`src/rtl/bp_pkg.sv`:
```
// Shared types and constants for the branch target buffer.
// The counter constants are functions of the counter width, so each instance
// can derive them from its own CTR_BITS.
package bp_pkg;

  // Kind of table write chosen for the current update.
  typedef enum logic [1:0] {
    UPD_NONE,
    UPD_TRAIN,
    UPD_ALLOC
  } upd_kind_e;

  // Saturated counter value: all ones at the given width.
  function automatic int unsigned ctr_max(input int unsigned bits);
    return (bits >= 32) ? 32'hFFFF_FFFF : ((32'd1 << bits) - 32'd1);
  endfunction

  // Weakly-taken counter value: only the MSB set.
  function automatic int unsigned ctr_weak(input int unsigned bits);
    return 32'd1 << (bits - 1);
  endfunction

endpackage

```
`src/rtl/branch_predictor_if.sv`:
```
// Fetch-side lookup, resolve-side training, and perf counter bundle.
// The master is the pipeline. The slave is the predictor.
interface branch_predictor_if #(
  parameter int XLEN = 32
);
  logic [XLEN-1:0] lookup_pc;
  logic            pred_hit;
  logic            pred_taken;
  logic [XLEN-1:0] pred_next_pc;

  logic            upd_valid;
  logic [XLEN-1:0] upd_pc;
  logic            upd_taken;
  logic [XLEN-1:0] upd_target;
  logic            upd_is_jump;
  logic            upd_mispredict;
  logic            flush_all;

  logic [XLEN-1:0] perf_updates;
  logic [XLEN-1:0] perf_mispredicts;

  modport master (
    output lookup_pc, upd_valid, upd_pc, upd_taken, upd_target,
           upd_is_jump, upd_mispredict, flush_all,
    input  pred_hit, pred_taken, pred_next_pc, perf_updates, perf_mispredicts
  );

  modport slave (
    input  lookup_pc, upd_valid, upd_pc, upd_taken, upd_target,
           upd_is_jump, upd_mispredict, flush_all,
    output pred_hit, pred_taken, pred_next_pc, perf_updates, perf_mispredicts
  );
endinterface

```
`src/rtl/bp_sat_counter.sv`:
```
// Next-value logic for one saturating direction counter.
// force_max_i pins the counter at all ones; this is used for unconditional jumps.
module bp_sat_counter
  import bp_pkg::*;
#(
  parameter int CTR_BITS = 2
) (
  input  logic [CTR_BITS-1:0] cur_i,
  input  logic                inc_i,
  input  logic                dec_i,
  input  logic                force_max_i,
  output logic [CTR_BITS-1:0] next_o
);
  localparam logic [CTR_BITS-1:0] CTR_MAX = CTR_BITS'(ctr_max(CTR_BITS));

  // Saturating step: force, or increment / decrement within [0, max].
  always_comb begin
    // NOTE: assigning a default first keeps every path driven, so no latch is inferred.
    next_o = cur_i;
    if (force_max_i) begin
      next_o = CTR_MAX;
    end else if (inc_i && (cur_i != CTR_MAX)) begin
      next_o = cur_i + CTR_BITS'(1);
    end else if (dec_i && (cur_i != '0)) begin
      next_o = cur_i - CTR_BITS'(1);
    end
  end
endmodule

```
`src/rtl/branch_predictor.sv`:
```
// Branch target buffer with per-entry saturating direction counters.
// Lookup is combinational and reads the state from before the clock edge.
// Training from the resolve stage takes effect at the next clock edge.
module branch_predictor
  import bp_pkg::*;
#(
  parameter int XLEN     = 32,
  parameter int ENTRIES  = 16,
  parameter int CTR_BITS = 2
) (
  input logic               clk,
  input logic               rst,
  branch_predictor_if.slave bp
);
  localparam int IDX_BITS = $clog2(ENTRIES);
  localparam int TAG_BITS = XLEN - 2 - IDX_BITS;

  localparam logic [CTR_BITS-1:0] CTR_MAX  = CTR_BITS'(ctr_max(CTR_BITS));
  localparam logic [CTR_BITS-1:0] CTR_WEAK = CTR_BITS'(ctr_weak(CTR_BITS));

  typedef struct packed {
    logic                valid;
    logic [TAG_BITS-1:0] tag;
    logic [XLEN-1:0]     target;
    logic [CTR_BITS-1:0] ctr;
    logic                jump;
  } entry_t;

  entry_t table_q [ENTRIES];
  entry_t table_d [ENTRIES];

  logic [XLEN-1:0] perf_upd_q, perf_upd_d;
  logic [XLEN-1:0] perf_mis_q, perf_mis_d;

  // ---------------------------------------------------------------- lookup
  logic [IDX_BITS-1:0] lk_idx;
  logic [TAG_BITS-1:0] lk_tag;
  entry_t              lk_entry;
  logic                lk_hit;
  logic                lk_taken;

  // Read the indexed entry and form the prediction.
  always_comb begin
    lk_idx   = bp.lookup_pc[IDX_BITS+1:2];
    lk_tag   = bp.lookup_pc[XLEN-1:IDX_BITS+2];
    lk_entry = table_q[lk_idx];
    lk_hit   = lk_entry.valid && (lk_entry.tag == lk_tag);
    lk_taken = lk_hit && (lk_entry.jump || lk_entry.ctr[CTR_BITS-1]);
  end

  assign bp.pred_hit     = lk_hit;
  assign bp.pred_taken   = lk_taken;
  assign bp.pred_next_pc = lk_taken ? lk_entry.target : (bp.lookup_pc + XLEN'(4));

  // ---------------------------------------------------------------- update
  logic [IDX_BITS-1:0] upd_idx;
  logic [TAG_BITS-1:0] upd_tag;
  entry_t              upd_entry;
  logic                upd_hit;
  logic [CTR_BITS-1:0] ctr_next;
  upd_kind_e           upd_kind;

  // The low PC bits do not select an entry.
  logic unused_upd_pc_lsbs;
  assign unused_upd_pc_lsbs = ^bp.upd_pc[1:0];

  // Probe the entry that the resolved instruction maps to.
  always_comb begin
    upd_idx   = bp.upd_pc[IDX_BITS+1:2];
    upd_tag   = bp.upd_pc[XLEN-1:IDX_BITS+2];
    upd_entry = table_q[upd_idx];
    upd_hit   = upd_entry.valid && (upd_entry.tag == upd_tag);
  end

  bp_sat_counter #(
    .CTR_BITS (CTR_BITS)
  ) u_ctr (
    .cur_i       (upd_entry.ctr),
    .inc_i       (bp.upd_taken),
    .dec_i       (!bp.upd_taken),
    .force_max_i (upd_entry.jump),
    .next_o      (ctr_next)
  );

  // Decide between training, allocation, or no write. A flush drops the update.
  always_comb begin
    upd_kind = UPD_NONE;
    if (bp.upd_valid && !bp.flush_all) begin
      if (upd_hit) begin
        upd_kind = UPD_TRAIN;
      end else if (bp.upd_taken) begin
        upd_kind = UPD_ALLOC;
      end
    end
  end

  // Build the next table image: one entry write, or a clear of every valid bit.
  always_comb begin
    table_d = table_q;
    case (upd_kind)
      UPD_TRAIN: begin
        table_d[upd_idx].ctr  = ctr_next;
        table_d[upd_idx].jump = bp.upd_is_jump;
        if (bp.upd_taken) begin
          table_d[upd_idx].target = bp.upd_target;
        end
      end
      UPD_ALLOC: begin
        table_d[upd_idx].valid  = 1'b1;
        table_d[upd_idx].tag    = upd_tag;
        table_d[upd_idx].target = bp.upd_target;
        table_d[upd_idx].ctr    = bp.upd_is_jump ? CTR_MAX : CTR_WEAK;
        table_d[upd_idx].jump   = bp.upd_is_jump;
      end
      default: ;
    endcase
    if (bp.flush_all) begin
      for (int i = 0; i < ENTRIES; i++) begin
        table_d[i].valid = 1'b0;
      end
    end
  end

  // Saturating perf counters. A flush does not clear them, and they still
  // count an update that arrives together with a flush.
  always_comb begin
    perf_upd_d = perf_upd_q;
    perf_mis_d = perf_mis_q;
    if (bp.upd_valid && (perf_upd_q != '1)) begin
      perf_upd_d = perf_upd_q + XLEN'(1);
    end
    if (bp.upd_valid && bp.upd_mispredict && (perf_mis_q != '1)) begin
      perf_mis_d = perf_mis_q + XLEN'(1);
    end
  end

  assign bp.perf_updates     = perf_upd_q;
  assign bp.perf_mispredicts = perf_mis_q;

  // State register: the table and the perf counters.
  always_ff @(posedge clk) begin
    if (rst) begin
      // NOTE: the table is built from flops and every entry is reset, so a reset
      // leaves no stale valid bits. A RAM-based table could not be cleared this way.
      for (int i = 0; i < ENTRIES; i++) begin
        table_q[i] <= '0;
      end
      perf_upd_q <= '0;
      perf_mis_q <= '0;
    end else begin
      // NOTE: non-blocking assignments let every flop sample pre-edge values,
      // which is what makes lookups read-before-write.
      table_q    <= table_d;
      perf_upd_q <= perf_upd_d;
      perf_mis_q <= perf_mis_d;
    end
  end
endmodule

```
`src/flat_wrapper.sv`:
```
// flat-port wrapper written by rule: the top's interface ports become plain ports
module branch_predictor_flat import bp_pkg::*;
#(
  parameter int XLEN     = 32,
  parameter int ENTRIES  = 16,
  parameter int CTR_BITS = 2
)
  (clk, rst, bp_lookup_pc, bp_upd_valid, bp_upd_pc, bp_upd_taken, bp_upd_target, bp_upd_is_jump, bp_upd_mispredict, bp_flush_all, bp_pred_hit, bp_pred_taken, bp_pred_next_pc, bp_perf_updates, bp_perf_mispredicts);
  branch_predictor_if #(.XLEN(XLEN)) bp_i ();
  input logic clk;
  input logic rst;
  input wire logic [$bits(bp_i.lookup_pc)-1:0] bp_lookup_pc;
  input wire logic [$bits(bp_i.upd_valid)-1:0] bp_upd_valid;
  input wire logic [$bits(bp_i.upd_pc)-1:0] bp_upd_pc;
  input wire logic [$bits(bp_i.upd_taken)-1:0] bp_upd_taken;
  input wire logic [$bits(bp_i.upd_target)-1:0] bp_upd_target;
  input wire logic [$bits(bp_i.upd_is_jump)-1:0] bp_upd_is_jump;
  input wire logic [$bits(bp_i.upd_mispredict)-1:0] bp_upd_mispredict;
  input wire logic [$bits(bp_i.flush_all)-1:0] bp_flush_all;
  output wire logic [$bits(bp_i.pred_hit)-1:0] bp_pred_hit;
  output wire logic [$bits(bp_i.pred_taken)-1:0] bp_pred_taken;
  output wire logic [$bits(bp_i.pred_next_pc)-1:0] bp_pred_next_pc;
  output wire logic [$bits(bp_i.perf_updates)-1:0] bp_perf_updates;
  output wire logic [$bits(bp_i.perf_mispredicts)-1:0] bp_perf_mispredicts;
  assign bp_i.lookup_pc = bp_lookup_pc;
  assign bp_i.upd_valid = bp_upd_valid;
  assign bp_i.upd_pc = bp_upd_pc;
  assign bp_i.upd_taken = bp_upd_taken;
  assign bp_i.upd_target = bp_upd_target;
  assign bp_i.upd_is_jump = bp_upd_is_jump;
  assign bp_i.upd_mispredict = bp_upd_mispredict;
  assign bp_i.flush_all = bp_flush_all;
  assign bp_pred_hit = bp_i.pred_hit;
  assign bp_pred_taken = bp_i.pred_taken;
  assign bp_pred_next_pc = bp_i.pred_next_pc;
  assign bp_perf_updates = bp_i.perf_updates;
  assign bp_perf_mispredicts = bp_i.perf_mispredicts;
  branch_predictor #(.XLEN(XLEN), .ENTRIES(ENTRIES), .CTR_BITS(CTR_BITS)) u_core (.clk(clk), .rst(rst), .bp(bp_i));
endmodule
```
`config.mk`:
```
export PLATFORM = sky130hd
export DESIGN_NAME = branch_predictor_flat
export DESIGN_NICKNAME = d
export VERILOG_FILES = /design/src/rtl/bp_pkg.sv /design/src/rtl/branch_predictor_if.sv /design/src/rtl/bp_sat_counter.sv /design/src/rtl/branch_predictor.sv /design/src/flat_wrapper.sv
export SDC_FILE = /design/constraint.sdc
export NUM_CORES = 2
export LEC_CHECK = 0
export CORE_AREA = 2 2 459 324
export DETAILED_ROUTE_END_ITERATION = 10
export DIE_AREA = 0 0 461 326
export GPL_ROUTABILITY_DRIVEN = 0
export PLACE_DENSITY = 0.54
export REMOVE_ABC_BUFFERS = 1
export SLEW_MARGIN = 20
export SYNTH_ARGS = -nofsm -noshare
export SYNTH_HDL_FRONTEND = slang
export SYNTH_SLANG_ARGS = --single-unit
```
`constraint.sdc`:
```
create_clock -name clk -period 8.7 [get_ports clk]
set_input_delay 2.175 -clock clk [delete_from_list [all_inputs] [get_ports clk]]
set_output_delay 2.175 -clock clk [all_outputs]
set_load 0.01 [all_outputs]
```
# Yosys cells after proc, flatten, opt, wreduce, memory -nomap -nowiden
# Cells that the tools add are included.
[totals] register_bits=1056 input_bits=103 output_inout_bits=98
[classes] n_addsub=5 n_lt_le_gt_ge=3 n_eq_ne=7 mux=34 bitwise_logic=2 n_reduce_logical=16
[ops] operator="$bwmux W992" n=8
[ops] operator="$pmux W992 S2" n=1
[ops] operator="$demux W62 S4" n=5
[ops] operator="$mux W992" n=1
[ops] operator="$bmux W62 S4" n=2
[ops] operator="$mux W62" n=5
[ops] operator="$add A32 B1 Y32 const B" n=2
[ops] operator="$ne A32 B32 Y1 const B" n=2
[ops] operator="$mux W61" n=1
[ops] operator="$eq A26 B26 Y1" n=2
[ops] operator="$mux W35" n=1
[ops] operator="$add A32 B3 Y32 const B" n=1
[ops] operator="$mux W32" n=1
[ops] operator="$mux W2" n=6
[ops] operator="$ge A5 B5 Y1 const B" n=2
[ops] operator="$logic_and A1 B1 Y1" n=10
[ops] operator="$not A4 Y5" n=2
[ops] operator="$lt A5 B1 Y1 const B" n=1
[ops] operator="$reduce_bool A2 Y1" n=2
[ops] operator="$mux W3" n=1
[ops] operator="$add A2 B1 Y2 const B" n=1
[ops] operator="$eq A2 B1 Y1 const B" n=1
[ops] operator="$eq A2 B2 Y1 const B" n=1
[ops] operator="$logic_not A1 Y1" n=2
[ops] operator="other kinds (5)" n=6

# Logic depth before layout (Yosys ltp)
[depth] word_depth=14 mapped_depth=21 mapped_depth_nobuf=15

# Cells and area by module
# Synthesis repeated with hierarchy kept, for this count alone.
[unflattened] cells_unflattened=5824 hier_area_um2=50318.3
[by_module_without_submodules] module="branch_predictor" n_inst=1 cells_each=5811 area_per_inst_um2=50219.4 seq_area_each_um2=21140.3
[by_module_without_submodules] module="bp_sat_counter" n_inst=1 cells_each=13 area_per_inst_um2=98.8 seq_area_each_um2=0.0

# Worst setup path after synthesis
# OpenSTA, ideal clock, no wires.
[synth_path] path_kind="input -> output" startpoint="input bp_lookup_pc[2]" endpoint="output bp_pred_next_pc[10]" arrival_ns=4.935 t_required_ns=6.525 path_slack_ns=1.590 path_stages=9 path_buffers=6 cell_sequence="buf_4 > buf_6 > buf_2 > buf_4 > buf_2 > buf_1 > mux4_2 > mux4_2 > mux2_4"
[synth_between] elab_chain_cells=8 elab_cells_between_ends=10
[synth_rtl] element="start, declared" line="flat_wrapper.sv:12" text="input wire logic [$bits(bp_i.lookup_pc)-1:0] bp_lookup_pc;"
[synth_rtl] element="$not A4 Y5 (not written as such)" line="branch_predictor.sv:46" text="lk_entry = table_q[lk_idx];"
[synth_rtl] element="$bmux W62 S4" line="branch_predictor.sv:46"
[synth_rtl] element="$mux W62 (not written as such) (2 in a row)" line="branch_predictor.sv:46"
[synth_rtl] element="$eq A26 B26 Y1" line="branch_predictor.sv:47" text="lk_hit = lk_entry.valid && (lk_entry.tag == lk_tag);"
[synth_rtl] element="$logic_and A1 B1 Y1" line="branch_predictor.sv:47"
[synth_rtl] element="$logic_and A1 B1 Y1" line="branch_predictor.sv:48" text="lk_taken = lk_hit && (lk_entry.jump || lk_entry.ctr[CTR_BITS-1]);"
[synth_rtl] element="$mux W32 *" line="branch_predictor.sv:53" text="assign bp.pred_next_pc = lk_taken ? lk_entry.target : (bp.lookup_pc + XLEN'(4));"
[synth_rtl] element="end, declared" line="flat_wrapper.sv:22" text="output wire logic [$bits(bp_i.pred_next_pc)-1:0] bp_pred_next_pc;"
# Mark *: on every way between the ends. The rest lies on a longest branch, timed or not. The select of a mux whose other input is x is not followed.

# Final worst setup path
[layout_path] startpoint="input bp_lookup_pc[3]" endpoint="output bp_pred_next_pc[15]"
# Same word-level chain as after synthesis.

==> qor.txt <==
status - finished clean
Die X - 461 um
Yosys cell types - 73
cell area after placement - 55200 um^2
I/O Pins - 201
setup bufs post-CTS - 0
CP max-delay cell - a31oi_1
Vias - 44510
CTS sink cnt - 1056
LEAKAGE - 19.1 nW
Final min period - 8540 ps
Die Area - 150000 um^2
Avg WL per Cell - 25.2 um
Worst-path clk slew - 70 ps
Peak supply drop - 145 uV
Slew Limit Fails - 0
Critical Path Start - bp_lookup_pc[3]
final worst-path cycle share - 98.2%
Layout area overhead - 16.4%
EDFF count, synth - 0
share of cells above drive strength 1 - 14.9%
ys async rst share - 0%
Worst-Margin Slew - 1010 ps
DR iter-0 viols - 5676
CP Capture Type - primary output
FF+latch count, synth - 1056
worst endpoint required time - 6530 ps
Crit path arrival time - 6360 ps
Total Power - 10.7 mW
row count - 118
FMAX - 117 MHz
drt pass-1 iters - 6
initial antenna violation count - 17
CTS Hold Bufs - 0
DRT antenna net count - 0
total grt overflow - 0
Fin Setup TNS - 0 ps
Hold Crit Class - flip-flop to flip-flop
crit-path cells - buf_8, buf_4, and2_1, a22oi_1, a31oi_1, and3_1, nor4b_2, nand4_4, buf_12, mux2_4, clkdlybuf4s50_1
total CTS buffers - 110
Final #Nets - 5882
All-Layer GR Usage - 25.7%
Cells after Synth - 5830
hold_ws - 451 ps
post_cts resized - 0
Syn Area/Cell - 8.70 um^2
buffers added on ports - 198
clk root buf - clkbuf_16
Clk Latency, worst-skew pair - 770 ps
worst setup path class - input pin to primary output
Starting Density - 34.6%
largest stage delay on the critical path - 600 ps
top_reg_cell synth - dfxtp_1
# setup viols final - 0
drt drc - 0
clock buffer depth - 3
core area - 146000 um^2
Power Dens Cells - 181 nW/um^2
sequential area share after synthesis - 41.7%
Reg2Reg Launch Point - u_core.table_q[48]
max-cap viol count - 0
first-pass GRT wire length - 287 mm
register-to-register setup slack - 2720 ps
die height - 326 um
Max H-tree Level - 3
critical hold path startpoint - u_core.table_q[5]
startpoint types - input pin
RSZ-0062 raised after global routing - no
vias in the first global route - 41308
Worst Skew - 44.3 ps
largest net degree at the start of global routing - 178
DP HPWL - 118 mm
Mapped Area - 50700 um^2
slew margin rel. - 32.9%
Total Wirelength - 198 mm
final hold violations - 0
Max Fanout on Critical Path - 27
Ys Warns - 0
CTS tree - built
post-route cell area - 59000 um^2
Via-to-Cell Ratio - 5.67
[cells by family (layout without fill, tap and decap cells)]
kind of cell | Yosys count | in the layout | synth area share (%)
multiplexers | 570 | 570 | 20.7
AND/OR/NAND/NOR | 2363 | 2363 | 18.6
other | 0 | 10 | 0
adder cells (fa/ha/maj) | 6 | 6 | 0.148
AO/OA/AOI/OAI | 1122 | 1122 | 11.9
flip-flops | 1056 | 1056 | 41.7
buffers and inverters | 590 | 627 | 4.87
XOR/XNOR | 123 | 123 | 2.12
[path summary, 6_finish.rpt]
path | end | cells past startpoint
setup / recovery | bp_pred_next_pc[15] | 11
setup reg to reg | u_core.table_q[909] | 14
hold reg to reg | u_core.table_q[5] | 2
hold / removal | u_core.table_q[5] | 2
[registers in the layout, summed over array words and instances, names as in the netlist, named ones only]
register	count
u_core.table_q	976
u_core.bp.perf_mispredicts	32
u_core.bp.perf_updates	32
[cells in the mapped netlist, types with 24 or more instances]
cell type / instances / area share (%)
nand2_1: 1958 / 14
dfxtp_1: 1056 / 42
a21oi_1: 963 / 9.5
clkbuf_1: 397 / 2.9
mux4_2: 370 / 16
nor2_1: 175 / 1.3
mux2i_1: 149 / 2.9
xnor2_1: 77 / 1.3
buf_2: 66 / 0.65
buf_1: 63 / 0.47
nand3_1: 46 / 0.45
xor2_1: 46 / 0.79
nor3_1: 39 / 0.38
mux2_4: 29 / 0.86
inv_1: 28 / 0.21
a211oi_1: 25 / 0.37
a22oi_1: 24 / 0.36
[routing by layer]
metal  up-vias  track usage [%]  share of wire, %
li1      19869                -                 -
met3       311             5.45                11
met2      2427             37.4                43
met4        12             7.65               2.8
met1     21891             37.9                43
met5         -           0.0314             0.035
[critical path: cells and delay by family]
kind,cells,cell delay (ps)
buffers and inverters,4,1480
and+or+nand+nor,4,1480
muxes,1,320
AOI/OAI and AO/OA,2,840
[stage by stage]
step,instances,setup WS [ps],util [%]
final,7857,160,40.3
after global routing,7856,167,40.3
after CTS,7847,288,40.3
after detailed placement,7641,274,37.7
after global placement,7641,338,37.7
after floorplan,5269,511,-
[cells in the final DEF, fill, tap and decap left out, types with 46 or more instances in the layout]
master / Yosys / routed
a21oi_1: 963 / 963
buf_12: 0 / 56
buf_4: 22 / 138
clkbuf_16: 0 / 111
clkdlybuf4s50_1: 0 / 189
dfxtp_1: 1056 / 1056
mux2i_1: 149 / 149
mux4_2: 370 / 370
nand2_1: 1958 / 1940
nand3_1: 46 / 46
nor2_1: 175 / 172
xnor2_1: 77 / 77
xor2_1: 46 / 46
[report_power, final]
| part | internal, mW | switching [mW] | total, mW |
|---|---|---|---|
| clock network | 2.91 | 2.18 | 5.08 |
| registers | 4.84 | 0.00657 | 4.85 |
| logic | 0.243 | 0.482 | 0.725 |
| total | 7.99 | 2.66 | 10.7 |
[layout make-up]
type / instances / area (um^2)
inverters: 29 / 111
fillers: 14569 / 87400
multi-input cells: 4184 / 27300
repair buffers: 392 / 4150
flip-flops and latches: 1056 / 21100
diodes: 10 / 25.0
clock buffers: 165 / 3310
well taps: 1980 / 2480
clock inverters: 41 / 549
Note: power is estimated with default switching activity, not from simulation.
